[src/rtl/sim_status_monitor.sv]
// End-of-test monitor: retire watchdog, writeback pass/fail magic detection,
// console byte snoop on the AXI write channel, and a retired-instruction counter.
module sim_status_monitor #(
  parameter int                 RETIRE_CH  = 2,
  parameter int                 WB_LANES   = 2,
  parameter int                 WB_W       = 64,
  parameter int                 ADDR_W     = 40,
  parameter int                 DATA_W     = 128,
  parameter int                 WDOG_W     = 32,
  parameter logic [ADDR_W-1:0]  CON_ADDR   = 40'h90000000,
  parameter logic [WB_W-1:0]    PASS_VAL   = 64'h444333222,
  parameter logic [WB_W-1:0]    FAIL_VAL   = 64'h2382348720,
  parameter int                 FIFO_DEPTH = 16
) (
  input  logic                       clk,
  input  logic                       rst_b,
  input  logic [WDOG_W-1:0]          cfg_wdog_window,
  input  logic [RETIRE_CH-1:0]       retire_vld,
  input  logic [WB_LANES-1:0]        wb_vld,
  input  logic [WB_LANES*WB_W-1:0]   wb_data,
  input  logic                       awvalid,
  input  logic                       awready,
  input  logic [ADDR_W-1:0]          awaddr,
  input  logic [3:0]                 awlen,
  input  logic                       wvalid,
  input  logic                       wready,
  input  logic                       wlast,
  input  logic [DATA_W/8-1:0]        wstrb,
  input  logic [DATA_W-1:0]          wdata,
  input  logic                       con_rd,
  output logic                       con_vld,
  output logic [7:0]                 con_byte,
  output logic                       con_ovf,
  output logic                       status_done,
  output logic                       status_pass,
  output logic                       status_fail,
  output logic                       status_timeout,
  output logic [31:0]                inst_cnt
);

  localparam int STRB_W  = DATA_W / 8;
  localparam int N_WORDS = DATA_W / 32;
  localparam int PTR_W   = $clog2(FIFO_DEPTH);
  localparam int CNT_W   = PTR_W + 1;
  localparam int PC_W    = $clog2(RETIRE_CH + 1);

  typedef enum logic [1:0] {
    ST_RUN     = 2'd0,
    ST_PASS    = 2'd1,
    ST_FAIL    = 2'd2,
    ST_TIMEOUT = 2'd3
  } state_t;

  state_t            state_q, state_d;
  logic [WDOG_W-1:0] win_cnt_q, win_cnt_d;
  logic              seen_q, seen_d;
  logic [31:0]       inst_cnt_q, inst_cnt_d;
  logic              hit_q, hit_d;
  logic              ovf_q, ovf_d;
  logic [PTR_W-1:0]  wr_ptr_q, wr_ptr_d;
  logic [PTR_W-1:0]  rd_ptr_q, rd_ptr_d;
  logic [CNT_W-1:0]  count_q, count_d;
  logic [7:0]        mem_q [FIFO_DEPTH];

  logic              any_retire;
  logic [PC_W-1:0]   retire_pop;
  logic [32:0]       inst_sum;
  logic              hit_fail, hit_pass, wdog_expire;

  logic              aw_hs, w_last_hs, aw_match, hit_eff;
  logic              push, push_ok, pop, full;
  logic [7:0]        push_byte;

  // Retire accounting and magic-value detection
  always_comb begin
    retire_pop = '0;
    for (int i = 0; i < RETIRE_CH; i++) begin
      retire_pop = retire_pop + PC_W'(retire_vld[i]);
    end
    any_retire = |retire_vld;
    inst_sum   = {1'b0, inst_cnt_q} + 33'(retire_pop);

    hit_fail = 1'b0;
    hit_pass = 1'b0;
    for (int l = 0; l < WB_LANES; l++) begin
      if (wb_vld[l] && (wb_data[l*WB_W +: WB_W] == FAIL_VAL)) hit_fail = 1'b1;
      if (wb_vld[l] && (wb_data[l*WB_W +: WB_W] == PASS_VAL)) hit_pass = 1'b1;
    end
  end

  // FSM next state, watchdog window and counter; all frozen once terminal
  always_comb begin
    state_d     = state_q;
    win_cnt_d   = win_cnt_q;
    seen_d      = seen_q;
    inst_cnt_d  = inst_cnt_q;
    wdog_expire = 1'b0;

    if (state_q == ST_RUN) begin
      if (cfg_wdog_window == '0) begin
        win_cnt_d = '0;
        seen_d    = 1'b0;
      end else if (win_cnt_q >= (cfg_wdog_window - WDOG_W'(1))) begin
        wdog_expire = ~(seen_q | any_retire);
        win_cnt_d   = '0;
        seen_d      = 1'b0;
      end else begin
        win_cnt_d = win_cnt_q + WDOG_W'(1);
        seen_d    = seen_q | any_retire;
      end

      inst_cnt_d = inst_sum[32] ? 32'hFFFF_FFFF : inst_sum[31:0];

      if (hit_fail)         state_d = ST_FAIL;
      else if (hit_pass)    state_d = ST_PASS;
      else if (wdog_expire) state_d = ST_TIMEOUT;
    end
  end

  // Console snoop: one outstanding AW; a same-cycle AW supplies the W beat's address
  always_comb begin
    aw_hs     = awvalid & awready;
    w_last_hs = wvalid & wready & wlast;
    aw_match  = (awaddr == CON_ADDR) && (awlen == 4'd0);
    hit_eff   = aw_hs ? aw_match : hit_q;
    hit_d     = w_last_hs ? 1'b0 : hit_eff;

    push      = 1'b0;
    push_byte = 8'h00;
    if (w_last_hs && hit_eff) begin
      for (int k = 0; k < N_WORDS; k++) begin
        if (wstrb == (STRB_W'(4'hF) << (4 * k))) begin
          push      = 1'b1;
          push_byte = wdata[32*k +: 8];
        end
      end
    end
  end

  // Console FIFO: a full FIFO still accepts a push when the head pops the same cycle
  always_comb begin
    full     = (count_q == CNT_W'(FIFO_DEPTH));
    pop      = con_rd & (count_q != '0);
    push_ok  = push & (~full | pop);
    ovf_d    = ovf_q | (push & full & ~pop);
    wr_ptr_d = push_ok ? wr_ptr_q + PTR_W'(1) : wr_ptr_q;
    rd_ptr_d = pop ? rd_ptr_q + PTR_W'(1) : rd_ptr_q;
    count_d  = count_q;
    unique case ({push_ok, pop})
      2'b10:   count_d = count_q + CNT_W'(1);
      2'b01:   count_d = count_q - CNT_W'(1);
      default: count_d = count_q;
    endcase
  end

  always_ff @(posedge clk) begin
    if (!rst_b) begin
      state_q    <= ST_RUN;
      win_cnt_q  <= '0;
      seen_q     <= 1'b0;
      inst_cnt_q <= '0;
      hit_q      <= 1'b0;
      ovf_q      <= 1'b0;
      wr_ptr_q   <= '0;
      rd_ptr_q   <= '0;
      count_q    <= '0;
    end else begin
      state_q    <= state_d;
      win_cnt_q  <= win_cnt_d;
      seen_q     <= seen_d;
      inst_cnt_q <= inst_cnt_d;
      hit_q      <= hit_d;
      ovf_q      <= ovf_d;
      wr_ptr_q   <= wr_ptr_d;
      rd_ptr_q   <= rd_ptr_d;
      count_q    <= count_d;
    end
  end

  // Storage needs no reset: the pointers define what is live
  always_ff @(posedge clk) begin
    if (rst_b && push_ok) begin
      mem_q[wr_ptr_q] <= push_byte;
    end
  end

  always_comb begin
    con_vld        = (count_q != '0);
    con_byte       = con_vld ? mem_q[rd_ptr_q] : 8'h00;
    con_ovf        = ovf_q;
    status_pass    = (state_q == ST_PASS);
    status_fail    = (state_q == ST_FAIL);
    status_timeout = (state_q == ST_TIMEOUT);
    status_done    = (state_q != ST_RUN);
    inst_cnt       = inst_cnt_q;
  end

endmodule
[config.mk]
export PLATFORM = sky130hd
export DESIGN_NAME = sim_status_monitor
export DESIGN_NICKNAME = d
export VERILOG_FILES = /design/src/rtl/sim_status_monitor.sv
export SDC_FILE = /design/constraint.sdc
export NUM_CORES = 1
export LEC_CHECK = 0
export CORE_ASPECT_RATIO = 0.5
export CORE_UTILIZATION = 45
export DETAILED_ROUTE_END_ITERATION = 10
export PLACE_DENSITY = 0.83
export SYNTH_ARGS = -nofsm -noshare
export SYNTH_HDL_FRONTEND = slang
export SYNTH_SLANG_ARGS = --single-unit
[constraint.sdc]
create_clock -name clk -period 12.05 [get_ports clk]
set_input_delay 1.205 -clock clk [delete_from_list [all_inputs] [get_ports clk]]
set_output_delay 1.205 -clock clk [all_outputs]
set_load 0.1 [all_outputs]
* Yosys cells after proc, flatten, opt, wreduce, memory -nomap -nowiden
Memories as Yosys holds them, arrays and structs flattened. A register that Yosys moved wholly into a read port is not among the register bits. Cells that the tools add are included.
Operators by class: add/sub/neg operators 8, magnitude comparators 1, equal/unequal tests 15, multiplexer cells 32, bitwise operators 14, reduce and logical (&&, ||, !) cells 17
Operators by type and width (count):
- == test 64 x 35 -> 1 bit (second input constant) | 2
- == test 64 x 38 -> 1 bit (second input constant) | 2
- two-way mux 32 bit | 3
- two-way mux 8 bit | 6
- == test 40 x 32 -> 1 bit (second input constant) | 1
- adder 32 x 2 -> 33 bit | 1
- adder 32 x 1 -> 32 bit (second input constant) | 1
- greater-or-equal comparator 32 bit | 1
- logical NOT 32 bit | 1
- subtractor 32 x 1 -> 32 bit (second input constant) | 1
- two-way mux 1 bit | 17
- == test 16 x 12 -> 1 bit (second input constant) | 1
- == test 16 bit (second input constant) | 1
- == test 16 x 4 -> 1 bit (second input constant) | 1
- == test 16 x 8 -> 1 bit (second input constant) | 1
- one-hot mux 5 bit (2 select lines) | 1
- adder 4 x 1 -> 4 bit (second input constant) | 2
- two-way mux 4 bit | 2
- AND 1 bit | 7
- logical AND 1 bit | 7
- == test 2 bit (second input constant) | 3
- two-way mux 2 bit | 3
- adder 5 x 1 -> 5 bit (second input constant) | 1
- == test 5 bit (second input constant) | 1
- 12 further kinds | 20
Word-level totals: flip-flop bits (word level) 82, memory bits (writable) 128, input port bits 360, output and inout bits 46, logic and storage cells 97, memories 1
Memory list:
- mem_q | depth 16, bits a word 8, read ports 1, clocked after Yosys merged registers in 1, wr ports 1, RTL line 63 | logic [7:0] mem_q [FIFO_DEPTH];

* Depth between registers and ports, before layout
Gate-level depths: netlist of run 1.
depth after elaboration 10, mapped depth 17, mapped depth without buffers 16

* Least setup slack after synthesis of run 1
Ideal clock, no wire load.
path type input-to-reg, from input cfg_wdog_window[15], to register win_cnt_q[28], setup time 0.074 ns, arrival 4.792 ns, required time 11.976 ns, slack 7.184 ns, cell stages on the path 15, buffers on the path 1, path through or4_1 nor2_1 nand3_1 or3_1 or3_1 xor2_1 ha_1 a21o_1 nand3_1 a21oi_1 or4b_1 a211oi_1 clkbuf_1 nand3_1 a31oi_1
Between the ends: cells in the longest elaborated chain, start to end 4, elaborated cells on any way between the ends 5, classes of those cells 1 x add/sub; 1 x order compare; 2 x mux; 1 x reduce/logical
Ends and longest elaborated chain:
- start: declaration | RTL line 17 | input logic [WDOG_W-1:0] cfg_wdog_window,
- subtractor 32 x 1 -> 32 bit | RTL line 103 | end else if (win_cnt_q >= (cfg_wdog_window - WDOG_W'(1))) begin
- greater-or-equal comparator 32 bit | RTL line 103
- two-way mux 32 bit | RTL line 103
- two-way mux 32 bit * | RTL line 100 | if (cfg_wdog_window == '0) begin
- end signal: assignment | RTL line 169 | win_cnt_q <= win_cnt_d;
- end: declaration | RTL line 55 | logic [WDOG_W-1:0] win_cnt_q, win_cnt_d;
Mark *: on every way between the ends. The rest lies on a longest branch, timed or not. A chain may end at the register's enable or synchronous reset.

* Worst setup path after layout of run 1
from input cfg_wdog_window[2], to register win_cnt_q[14]
The elaborated chain is that of the path after synthesis.

==> impl_metrics.csv, run 1 <==
group,metric,value,unit
outcome,status,"finished clean",
sta,drv_slew,0,
global_routing,grt_pass1_wl,52000,um
floorplanning,io_pins,406,
final_layout,n_fill_cell,1920,
place,dp.cells,1598,
cts,clk_pin_slew,0.07,ns
final_layout,final_util,0.632,
sta,final.min_clock_period,5.30,ns
pwr,p_comb_frac,0.296,
cts,cts_resized,0,
sta,setup-tns-final,0,ns
sta,holdWs,0.446,ns
cts,ctsHoldBuffers,0,
global_routing,grtUsageTotal,0.272,
yosys,ys_warn_count,0,
run,maxCapViolations,0,
yosys,seq_area_frac_synth,0.500,
pwr,pwr-share-seq,0.381,
worst_setup_path,critPathTopFamily,"simple AND/OR/NAND/NOR gates",
yosys,synth_top_area_share,0.345,
cts,cts_num_sinks,214,
sta,finalHoldViolCount,0,
pwr,p_int,1.39,mW
cts,clockBufferDepth,3,
final_layout,multiInputGateArea,5350,um2
pwr,p_leak,4.79,nW
yosys,netlist_area,11100,um2
final_layout,fin_cells,1632,
pwr,p_sw_frac,0.338,
yosys,netlist_top_cells_area,"edfxtp_1 35%, dfxtp_1 15%, mux4_2 8.1%",
sta,relSlewSlack,0.173,
sta,finClkSkew,0.00981,ns
worst_setup_path,arrival,5.74,ns
yosys,syn_avg_cell_area,11.4,um2
worst_setup_path,cp_num_buf_inv,3,
floorplanning,rows,40,
sta,fmax,189,MHz
drt,drt_iter0_markers,714,
worst_setup_path,path_class,"in -> reg",
drt,wl_per_cell,21.3,um
worst_setup_path,cp_cell_sequence,"clkdlybuf4s50_1 -> nor2_1 -> nand2_1 -> nor4_1 -> nand3_1 -> or3_1 -> or3_1 -> xor2_1 -> ha_1 -> nand4_1 -> nor3_1 -> a22oi_1 -> or4b_1 -> a211oi_1 -> buf_4 -> o21ai_1 -> buf_4 -> nor2_1",
sta,setup_violations,0,
final_layout,layout.area.seq,5570,um2
yosys,syn_inst,979,
floorplanning,die_w,224,um
worst_setup_path,cpMaxStageDelayCell,"nor4_1",
yosys,synthesis.nets,1385,
hold_path,min_path_type,"reg -> reg",
drt,viasPerCell,5.68,
drt,drc,0,
cts,cts_made_buffers,19,
floorplanning,core_area,24100,um2
cts,post_cts_buffers,0,
final_layout,area_delta_synth_final,37.1,%
drt,drt_wl_total,34800,um
yosys,ys_seq_elements,214,
sta,max_slew.worst_pin.slew,1.24,ns
cts,cts_root_buf,"clkbuf_16",
global_routing,grt_max_degree,51,
floorplanning,initial_core_util,0.461,
pwr,power_density,138,nW/um2
drt,ant_nets,0,
yosys,ys_async_sr_fraction,0,
cts,htreeDepth,1,
yosys,synth_area_leader_cell,"edfxtp_1",
pwr,ir_drop,0.0942,mV
final_layout,fin_nets,1689,
worst_setup_path,start_kind,"input port",
final_layout,diodes,0,
yosys,synth_edf_count,128,
floorplanning,die_area,25400,um2
drt,via_count,9270,
place,place_congestion,0.964,
pwr,power.switching,0.710,mW
place,hpwlAfterDp,26300,um
place,io_buffers,309,
worst_setup_path,crit_fanout,24,
pwr,power,2.10,mW
global_routing,grt_pass1_vias,9324,
drt,dr.pass1.iters,5,
cts,cts_tree,"done",
worst_setup_path,slowest_delay,0.56,ns
final_layout,layout_commonest_cell,"clkdlybuf4s50_1",
pwr,p_clk_frac,0.323,
yosys,yosysUniqueCellTypes,58,
final_layout,final_cell_mix,"309 x clkdlybuf4s50_1, 128 x edfxtp_1, 84 x dfxtp_1",
final_layout,drive_gt1_frac,0.0718,
sta,finalCritPeriodShare,0.440,
worst_setup_path,cp_data_required_time,12.48,ns
floorplanning,die_h,113,um
global_routing,grt-ovfl-total,0,
global_routing,antenna_found_initial,1,
worst_setup_path,end_kind,"register",
cts,clk_latency,0.50,ns
sta,rsz0062_at_grt,"no",
yosys,synth_ff_type,"edfxtp_1",
[per-layer routing]
| metal | GRT usage | up-vias | part of all wire |
|---|---|---|---|
| li1 | - | 4355 | - |
| met1 | 0.343 | 4542 | 0.42 |
| met2 | 0.477 | 313 | 0.50 |
| met3 | 0.0621 | 58 | 0.063 |
| met4 | 0.0621 | 2 | 0.021 |
| met5 | 0 | - | 0.00037 |
[sequential cells by signal, summed over array words and instances (netlist names), named ones only]
register,count
inst_cnt,32
win_cnt_q,32
con_ovf,1
count_q,5
seen_q,1
wr_ptr_q,4
rd_ptr_q,4
hit_q,1
state_q,2
mem_q,128
[power groups by stage]
stage | sequential, mW | combinational (mW) | clock [mW]
after floorplan | 0.815 | 0.412 | 0
after global placement | 0.816 | 0.608 | 0
after detailed placement | 0.817 | 0.621 | 0
after CTS | 0.801 | 0.624 | 0.684
after global routing | 0.803 | 0.648 | 0.714
final | 0.801 | 0.622 | 0.679
[worst register-to-register path, delay by kind of cell, from the launching register on]
kind	cells	cell delay [ns]
AND/OR/NAND/NOR	3	1.67
AO/OA/AOI/OAI	3	0.65
multiplexers	2	0.44
adder cells (fa/ha/maj)	1	0.36
flip-flops	1	0.34
[area by class of cell]
class	instances	area share
multi-input cells	708	0.351
well taps	336	0.0276
repair buffers	315	0.206
clock buffers	20	0.0314
flip-flops and latches	214	0.365
inverters	25	0.00615
clock inverters	14	0.0135
[cells in the mapped netlist, types with 33 or more instances]
cell / count
xnor2_1: 41
nand4_1: 34
ha_1: 44
nand3_1: 40
dfxtp_1: 86
nor4_1: 33
nor2_1: 78
nand2_1: 67
a21oi_1: 53
edfxtp_1: 128
xor2_1: 43
mux4_2: 40
[path summary, 6_finish.rpt]
kind | slack [ns] | end | depth (start not counted) | start
max | 6.75 | win_cnt_q[14] | 18 | cfg_wdog_window[2]
min | 0.45 | seen_q | 2 | seen_q
max reg2reg | 8.51 | count_q[4] | 9 | count_q[0]
min reg2reg | 0.45 | seen_q | 2 | seen_q
[kinds of logic (layout without fill, tap and decap cells)]
kind of cell             after synthesis  after routing  synth area share
AO/OA/AOI/OAI                        121            121            0.0671
AND/OR/NAND/NOR                      411            411             0.208
multiplexers                          46             46            0.0863
flip-flops                           214            214             0.500
buffers and inverters                 57            374            0.0198
adder cells (fa/ha/maj)               46             46            0.0531
XOR/XNOR                              84             84            0.0661
[through the flow]
stage	area (um2)	setup slack (ns)
finish	15300	6.75
global route	15300	6.41
CTS	15300	6.73
detailed placement	14600	6.23
global placement	14600	6.28
floorplan	11100	7.18
No activity file was read; power rests on OpenSTA's default activity.
==> run 2: changes to the inputs <==
--- a/config.mk
+++ b/config.mk
@@ -6,9 +6,9 @@
 export NUM_CORES = 1
 export LEC_CHECK = 0
 export CORE_ASPECT_RATIO = 0.5
-export CORE_UTILIZATION = 45
+export CORE_UTILIZATION = 41
 export DETAILED_ROUTE_END_ITERATION = 10
-export PLACE_DENSITY = 0.83
+export PLACE_DENSITY = 0.8
 export SYNTH_ARGS = -nofsm -noshare
 export SYNTH_HDL_FRONTEND = slang
 export SYNTH_SLANG_ARGS = --single-unit
==> constraint.sdc (replaced) <==
create_clock -name clk -period 4.5 [get_ports clk]
set_input_delay 0.45 -clock clk [delete_from_list [all_inputs] [get_ports clk]]
set_output_delay 0.45 -clock clk [all_outputs]
set_load 0.1 [all_outputs]
==> impl_metrics.csv, run 2 (synthesis gave the netlist of run 1 again) <==
group,metric,value,unit
outcome,status,"finished clean",
sta,fmax,244,MHz
floorplanning,initial_core_util,0.419,
worst_setup_path,slowest_delay,0.55,ns
sta,finalHoldViolCount,0,
sta,relSlewSlack,0.291,
cts,ctsHoldBuffers,0,
global_routing,grt_pass1_wl,52800,um
worst_setup_path,start_kind,"input port",
floorplanning,io_pins,406,
worst_setup_path,cp_num_buf_inv,3,
floorplanning,die_h,119,um
sta,drv_slew,0,
final_layout,n_fill_cell,2092,
pwr,power_density,357,nW/um2
cts,cts_made_buffers,20,
final_layout,diodes,0,
worst_setup_path,cp_cell_sequence,"clkdlybuf4s50_1 -> or4_1 -> nor2_1 -> nand3_1 -> or3_1 -> or3_1 -> xor2_1 -> ha_1 -> nand4_1 -> nor3_1 -> a22oi_1 -> or4b_1 -> a211oi_1 -> buf_4 -> o21ai_1 -> buf_12 -> nor2_1",
pwr,p_leak,5.04,nW
run,maxCapViolations,0,
cts,cts_tree,"done",
floorplanning,core_area,26500,um2
drt,drt_wl_total,34200,um
worst_setup_path,arrival,4.54,ns
cts,clockBufferDepth,3,
sta,setup-tns-final,0,ns
global_routing,antenna_found_initial,3,
cts,post_cts_buffers,0,
global_routing,grt_max_degree,45,
drt,dr.pass1.iters,5,
place,hpwlAfterDp,25500,um
worst_setup_path,end_kind,"register",
drt,viasPerCell,5.61,
cts,cts_root_buf,"clkbuf_16",
final_layout,fin_nets,1738,
place,place_congestion,0.933,
final_layout,top_register,"mem_q",
sta,holdWs,0.443,ns
place,io_buffers,309,
drt,wl_per_cell,20.1,um
sta,final.min_clock_period,4.10,ns
sta,rsz0062_at_grt,"no",
drt,via_count,9513,
final_layout,fin_cells,1696,
drt,ant_nets,0,
final_layout,largest_reg_flops,128,
global_routing,grt_pass1_vias,9581,
place,dp.cells,1662,
cts,cts_resized,0,
sta,finalCritPeriodShare,0.911,
final_layout,drive_gt1_frac,0.110,
final_layout,area_delta_synth_final,40.4,%
final_layout,final_cell_mix,"302 x clkdlybuf4s50_1, 128 x edfxtp_1, 85 x dfxtp_1",
pwr,ir_drop,0.521,mV
global_routing,grt-ovfl-total,0,
global_routing,grtUsageTotal,0.242,
worst_setup_path,critPathTopFamily,"simple AND/OR/NAND/NOR gates",
floorplanning,die_area,27900,um2
sta,setup_violations,0,
sta,max_slew.worst_pin.slew,1.06,ns
floorplanning,die_w,235,um
worst_setup_path,crit_fanout,22,
cts,cts_num_sinks,214,
cts,clk_pin_slew,0.07,ns
worst_setup_path,path_class,"in -> reg",
hold_path,min_path_type,"reg -> reg",
drt,drc,0,
floorplanning,rows,42,
worst_setup_path,cp_data_required_time,4.94,ns
cts,htreeDepth,1,
final_layout,final_util,0.589,
drt,drt_iter0_markers,826,
final_layout,layout_commonest_cell,"clkdlybuf4s50_1",
sta,finClkSkew,0.0111,ns
worst_setup_path,cpMaxStageDelayCell,"or4_1",
cts,clk_latency,0.51,ns
## run 2: worst paths after layout
check	start	endpoint	slack [ns]	depth (start not counted)
worst max register to register	inst_cnt[0]	inst_cnt[20]	1.02	9
worst min register to register	seen_q	seen_q	0.44	2
worst max-delay path	cfg_wdog_window[15]	win_cnt_q[14]	0.40	17
worst min-delay path	seen_q	seen_q	0.44	2
## run 2: through the flow
stage               power [mW]  setup WS (ns)  cell area [um2]
global placement          3.81         -0.116            14900
CTS                       5.61          0.225            15600
floorplan                 3.29          0.389            11100
finish                    5.58          0.401            15600
global route              5.76         0.0268            15600
detailed placement        3.84         -0.290            14900
## run 2: power by group
part	internal, mW	switching (mW)
combinational	0.565	1.10
sequential	2.09	0.0406
clock	1.04	0.747
total	3.69	1.89
## run 2: routing by layer
metal	up-vias	global-route usage	part of all wire	wire [um]
li1	4449	-	-	-
met1	4698	0.321	0.43	14800
met2	303	0.419	0.50	17000
met3	61	0.0355	0.048	1620
met4	2	0.0572	0.021	712
met5	-	0	0.00038	13
## run 2: tightest hold or removal path: cells and delay by family (launching register included)
family                 cells  cell delay [ns]
flip-flops                 1             0.31
AO/OA/AOI/OAI              1             0.05
buffers and inverters      1             0.04
## run 2: final cells by class
class | instances | area [um2] | share of cell area
Clock buffer | 26 | 553 | 0.0354
Timing Repair Buffer | 363 | 3490 | 0.224
Clock inverter | 8 | 128 | 0.00817
Inverter | 25 | 93.8 | 0.00600
Multi-Input combinational cell | 708 | 5360 | 0.343
Tap cell | 352 | 440 | 0.0282
Sequential cell | 214 | 5570 | 0.356
